[src/rtl/l2_types_pkg.sv]
// Shared types and geometry for the 4-way, 8-set L2 cache controller.
// Address split: tag = addr[31:8], index = addr[7:5], offset = addr[4:0].
package l2_types_pkg;

    localparam int OFFSET_BITS = 5;
    localparam int INDEX_BITS  = 3;
    localparam int WAY_BITS    = 2;
    localparam int TAG_BITS    = 24;

    localparam logic DATA_SRC_PMEM = 1'b0;
    localparam logic DATA_SRC_L1   = 1'b1;

    typedef enum logic [1:0] {
        IDLE,
        CHECK,
        WRITEBACK,
        FILL
    } l2_ctrl_state_t;

endpackage

[src/rtl/l2_victim_select.sv]
// Replacement victim choice: lowest-numbered invalid way, else the LRU way.
module l2_victim_select #(
    parameter int WAY_BITS = l2_types_pkg::WAY_BITS
) (
    input  logic [(1<<WAY_BITS)-1:0] valid,
    input  logic [WAY_BITS-1:0]      lru_out,
    output logic [WAY_BITS-1:0]      victim
);

    localparam int NWAYS = 1 << WAY_BITS;

    always_comb begin
        victim = lru_out;
        // Scan downward so the lowest invalid way is the last to win.
        for (int w = NWAYS - 1; w >= 0; w--) begin
            if (!valid[w]) begin
                victim = WAY_BITS'(w);
            end
        end
    end

endmodule

[src/rtl/l2_cache_control.sv]
// Control FSM for the L2 cache: hit handling, victim write-back and line fill.
// Single outstanding request, write-back / write-allocate.
module l2_cache_control #(
    parameter int OFFSET_BITS = l2_types_pkg::OFFSET_BITS,
    parameter int INDEX_BITS  = l2_types_pkg::INDEX_BITS,
    parameter int WAY_BITS    = l2_types_pkg::WAY_BITS
) (
    input  logic                                  clk,
    input  logic                                  rst,
    input  logic                                  l1_read,
    input  logic                                  l1_write,
    input  logic [31:0]                           l1_addr,
    output logic                                  l2_resp,
    input  logic [(1<<WAY_BITS)-1:0]              hit,
    input  logic [(1<<WAY_BITS)-1:0]              valid,
    input  logic [(1<<WAY_BITS)-1:0]              dirty,
    input  logic [31-INDEX_BITS-OFFSET_BITS:0]    victim_tag,
    output logic [WAY_BITS-1:0]                   way_sel,
    output logic                                  tag_load,
    output logic                                  valid_load,
    output logic                                  data_load,
    output logic                                  dirty_load,
    output logic                                  dirty_in,
    output logic                                  data_src,
    output logic                                  lru_load,
    output logic [WAY_BITS-1:0]                   lru_mru,
    output logic [INDEX_BITS-1:0]                 lru_index,
    input  logic [WAY_BITS-1:0]                   lru_out,
    output logic                                  pmem_read,
    output logic                                  pmem_write,
    output logic [31:0]                           pmem_addr,
    input  logic                                  pmem_resp
);

    import l2_types_pkg::*;

    localparam int NWAYS = 1 << WAY_BITS;
    localparam int TAG_W = 32 - INDEX_BITS - OFFSET_BITS;

    l2_ctrl_state_t state_q, state_d;
    logic [WAY_BITS-1:0]   victim_q;
    logic [WAY_BITS-1:0]   victim;
    logic [WAY_BITS-1:0]   hit_way;
    logic                  any_hit;
    logic [TAG_W-1:0]      addr_tag;
    logic [INDEX_BITS-1:0] addr_index;
    logic                  addr_offset_unused;

    assign addr_tag           = l1_addr[31 -: TAG_W];
    assign addr_index         = l1_addr[OFFSET_BITS +: INDEX_BITS];
    assign addr_offset_unused = ^l1_addr[OFFSET_BITS-1:0];
    assign any_hit            = |hit;

    // The set index is an address, not a strobe, but it still reads 0 in reset.
    assign lru_index = rst ? '0 : addr_index;

    l2_victim_select #(
        .WAY_BITS (WAY_BITS)
    ) u_victim_select (
        .valid   (valid),
        .lru_out (lru_out),
        .victim  (victim)
    );

    always_comb begin
        hit_way = '0;
        for (int w = NWAYS - 1; w >= 0; w--) begin
            if (hit[w]) begin
                hit_way = WAY_BITS'(w);
            end
        end
    end

    always_ff @(posedge clk or posedge rst) begin
        if (rst) begin
            state_q  <= IDLE;
            victim_q <= '0;
        end else begin
            state_q <= state_d;
            if (state_q == CHECK && !any_hit) begin
                victim_q <= victim;
            end
        end
    end

    always_comb begin
        state_d    = state_q;
        l2_resp    = 1'b0;
        way_sel    = '0;
        tag_load   = 1'b0;
        valid_load = 1'b0;
        data_load  = 1'b0;
        dirty_load = 1'b0;
        dirty_in   = 1'b0;
        data_src   = DATA_SRC_PMEM;
        lru_load   = 1'b0;
        lru_mru    = '0;
        pmem_read  = 1'b0;
        pmem_write = 1'b0;
        pmem_addr  = '0;

        unique case (state_q)
            IDLE: begin
                if (l1_read || l1_write) begin
                    state_d = CHECK;
                end
            end
            CHECK: begin
                if (any_hit) begin
                    l2_resp  = 1'b1;
                    lru_load = 1'b1;
                    lru_mru  = hit_way;
                    way_sel  = hit_way;
                    if (l1_write) begin
                        data_load  = 1'b1;
                        data_src   = DATA_SRC_L1;
                        dirty_load = 1'b1;
                        dirty_in   = 1'b1;
                    end
                    state_d = IDLE;
                end else begin
                    way_sel = victim;
                    state_d = (valid[victim] && dirty[victim]) ? WRITEBACK : FILL;
                end
            end
            WRITEBACK: begin
                way_sel    = victim_q;
                pmem_write = 1'b1;
                pmem_addr  = {victim_tag, addr_index, {OFFSET_BITS{1'b0}}};
                if (pmem_resp) begin
                    state_d = FILL;
                end
            end
            FILL: begin
                way_sel   = victim_q;
                pmem_read = 1'b1;
                pmem_addr = {addr_tag, addr_index, {OFFSET_BITS{1'b0}}};
                if (pmem_resp) begin
                    data_load  = 1'b1;
                    data_src   = DATA_SRC_PMEM;
                    tag_load   = 1'b1;
                    valid_load = 1'b1;
                    dirty_load = 1'b1;
                    dirty_in   = 1'b0;
                    state_d    = CHECK;
                end
            end
            default: state_d = IDLE;
        endcase
    end

endmodule
[config.mk]
export PLATFORM = sky130hd
export DESIGN_NAME = l2_cache_control
export DESIGN_NICKNAME = d
export VERILOG_FILES = /design/src/rtl/l2_types_pkg.sv /design/src/rtl/l2_victim_select.sv /design/src/rtl/l2_cache_control.sv
export SDC_FILE = /design/constraint.sdc
export NUM_CORES = 1
export LEC_CHECK = 0
export ABC_CLOCK_PERIOD_IN_PS = 1500
export CORE_MARGIN = 3
export CORE_UTILIZATION = 20
export CTS_CLUSTER_DIAMETER = 150
export CTS_CLUSTER_SIZE = 40
export DETAILED_ROUTE_END_ITERATION = 12
export GPL_TIMING_DRIVEN = 0
export HOLD_SLACK_MARGIN = 0.06
export PLACE_DENSITY = 0.84
export SLEW_MARGIN = 20
export SYNTH_ARGS = -nofsm -noshare
export SYNTH_HDL_FRONTEND = slang
export SYNTH_HIERARCHICAL = 1
export SYNTH_SLANG_ARGS = --single-unit
[constraint.sdc]
create_clock -name clk -period 1.5 [get_ports clk]
set_input_delay 0.15 -clock clk [delete_from_list [all_inputs] [get_ports clk]]
set_output_delay 0.15 -clock clk [all_outputs]
set_load 0.01 [all_outputs]
==> results of run 1 <==
## worst max-delay path by stage
stage	endpoint	start
after global placement	way_sel[0]	state_q[1]
final	way_sel[0]	state_q[1]
after detailed placement	way_sel[0]	state_q[1]
after CTS	way_sel[0]	state_q[1]
after floorplan	way_sel[0]	state_q[1]
after global routing	way_sel[0]	state_q[1]
## metrics by stage
step,total power (W),util
after floorplan,0.000610,-
after global routing,0.00155,0.588
final,0.00144,0.588
after global placement,0.00111,0.540
after detailed placement,0.00112,0.540
after CTS,0.00143,0.573
## cell usage after synthesis
cell type  number
mux4_2          1
o21a_1          1
clkbuf_1        5
or3b_1          1
nand3b_1        1
a31oi_2         1
a21oi_1         2
buf_2           1
buf_4           9
conb_1          1
o21ai_1         1
inv_1           7
and3_1          1
and2_1          5
nor3_4          1
nor2b_1         3
mux2_4          1
mux2i_1         2
nand2_1         7
nand2b_1        2
ha_1            5
nor3_1          1
o41a_1          1
or3b_4          1
dfrtp_1         4
nor2_1          5
a22o_1         24
a31oi_1         1
o21ai_0         4
or2_1           1
## state kept, by name, indices dropped and copies added, names as in the netlist
name and cells:
state_q 2, victim_q 2
## what timing repair did
item                       4_1_cts  5_1_grt
resized for setup              181       16
pin swaps                        6        6
buffers inserted                14        6
cloned                           1        2
setup endpoints to repair       42       43
## layer usage
metal	vias to the layer above	global-route usage
met5	-	0
met4	0	0.00730
met3	0	0.0567
met2	58	0.242
met1	562	0.162
li1	632	-
## kinds of logic (layout without fill, tap and decap cells)
logic type / count (synthesis) / after routing / share of synthesized area
mux: 4 / 4 / 0.0725
flops: 4 / 4 / 0.126
buf+inv: 22 / 155 / 0.148
simple gates: 29 / 29 / 0.213
other cells: 1 / 5 / 0.00473
compound gates: 35 / 35 / 0.356
fa+ha+maj: 5 / 5 / 0.0789
## cell type report
class / instances / area share
repair buffers: 133 / 0.532
clock buffers: 3 / 0.0188
flip-flops and latches: 4 / 0.0460
multi-input cells: 78 / 0.294
well taps: 48 / 0.0273
inverters: 7 / 0.0119
plain buffers: 12 / 0.0699
## power breakdown
part	switching (W)	internal, W
clock	0.0000535	0.000171
combinational	0.000394	0.000630
sequential	0.0000420	0.000152
total	0.000489	0.000953
## worst reg2reg max path: cells and delay by family (launching register included)
family,cells,cell delay [ps]
AND/OR/NAND/NOR,2,550
flip-flops,1,400
multiplexers,1,290
buffers and inverters,2,250
adder cells (fa/ha/maj),1,140
==> flow_summary_export.csv, run 1 <==
group,metric,value,unit
yosys,synth_top_area_cell,"a22o_1",
critical_path,cp_top_family,"simple AND/OR/NAND/NOR gates",
global_route,antenna_found_initial,0,
place,placed_cells,265,
critical_path,worstReg2RegStart,"state_q[1]",
floorplan,dieArea,4760,µm²
layout,drive_gt1_frac,0.371,
clocking,cts_max_level,1,
yosys,synth.yosys.seq_area_share,0.126,
routing,wl_met2,1950,µm
layout,antennaDiodeCount,0,
global_route,grt_start_max_net_pins,11,
clocking,clkTransAtPathRegs,30,ps
routing,postRouteAntennaNets,0,
layout,regArea,101,µm²
layout,multi_input_area,647,µm²
min_path,hold_path_class,"in2async",
yosys,yosysTopAreaCellShare,0.265,
timing,finalSetupTns,-8910,ps
routing,drc,0,
yosys,ys_seq_elements,4,
place,post-place-ws,-780,ps
floorplan,num_io_pins,124,
critical_path,slowest_stage,"dfrtp_1",
clocking,tritoncts,"done",
critical_path,critical_path_arrival,1760,ps
global_route,overflow,0,
routing,dr.pass1.iters,4,
clocking,cts_buffers,3,
critical_path,ff2ff_setup_slack,-260,ps
yosys,syn_area,793,µm²
critical_path,critPathKind,"reg2out",
layout,instances_no_fill,285,
layout,layout_common_cells,"clkdlybuf4s50_1, buf_2, a22o_1",
critical_path,worstPathRequired,1350,ps
timing,setup-violations-final,37,
floorplan,std_cell_rows,22,
global_route,grt_pass1_wl,4930,µm
clocking,cts-root-buf,"clkbuf_8",
floorplan,start_util,0.212,
timing,finalCriticalPeriod,1910,ps
layout,fin_area,2200,µm²
clocking,clock_path_buffers,2,
run_status,status,"finished with violations",
routing,drt-initial-drc-count,17,
critical_path,crit_cells,7,
yosys,yosysUniqueCellTypes,30,
critical_path,endpoint_kind,"primary output",
layout,nFillCells,335,
run_status,violations,"negative setup slack",
yosys,postSynthAreaPerCell,7.93,µm²
pwr,cellLeakagePower,1.10,nW
floorplan,core_area,3740,µm²
place,place.detailed.hpwl,2950,µm
timing,fin_worst_skew,2.60,ps
pwr,irDropWorstVdd,0.391,mV
clocking,clock-sinks,4,
yosys,ys_top_cells_by_area,"a22o_1, dfrtp_1, buf_4, ha_1, and2_1",
yosys,syn-instance-count,100,
routing,wire_per_inst,13.2,µm
routing,wl,3760,µm
timing,final_hold_viol_count,0,
job,cap_violations,0,
timing,rsz0062_at_grt,"true",
yosys,synth_warnings,6,
floorplan,dieWidth,69.0,µm
clocking,hold_buffers,0,
pwr,power_density,655,nW/µm²
timing,drv_slew,0,
critical_path,r2r_cells,6,
critical_path,cp_max_fo,3,
place,dpl_cell_area,2020,µm²
timing,setup_slack,-406,ps
clocking,clock_latency,220,ps
layout,synthToLayoutAreaGrowth,178,%
global_route,grt_usage,0.137,
routing,wirelength_met1,1400,µm
global_route,grt_pass1_vias,1107,
floorplan,die_y,69.0,µm
routing,wl_met3,409,µm
timing,whs,227,ps
layout,nets,319,
routing,via_per_inst,4.39,
routing,via_count,1252,
critical_path,critPathMaxStageDelay,400,ps
critical_path,reg2reg_to,"victim_q[1]",
critical_path,cp-start-kind,"register",
place,port_buffers,113,
critical_path,path_buf_inv,2,
layout,final_common_cell,"clkdlybuf4s50_1",
timing,clock.fmax,525,MHz
timing,post-route-period-util,1.27,
place,globalplace.congestion,0.732,
critical_path,path_cells,"inv_2 -> ha_4 -> or3b_4 -> nor3_4 -> nand2_2 -> a31oi_2 -> buf_2",
routing,top_layer_used,"met3",
(Power assumes the default switching activity.)
==> run 2: changes to the inputs <==
--- a/config.mk
+++ b/config.mk
@@ -12,9 +12,8 @@
 export CTS_CLUSTER_SIZE = 40
 export DETAILED_ROUTE_END_ITERATION = 12
 export GPL_TIMING_DRIVEN = 0
-export HOLD_SLACK_MARGIN = 0.06
+export HOLD_SLACK_MARGIN = 0.1
 export PLACE_DENSITY = 0.84
-export SLEW_MARGIN = 20
 export SYNTH_ARGS = -nofsm -noshare
 export SYNTH_HDL_FRONTEND = slang
 export SYNTH_HIERARCHICAL = 1
==> results of run 2 <==
Same layout as run 1: the final DEF is identical, and so are final timing and power.
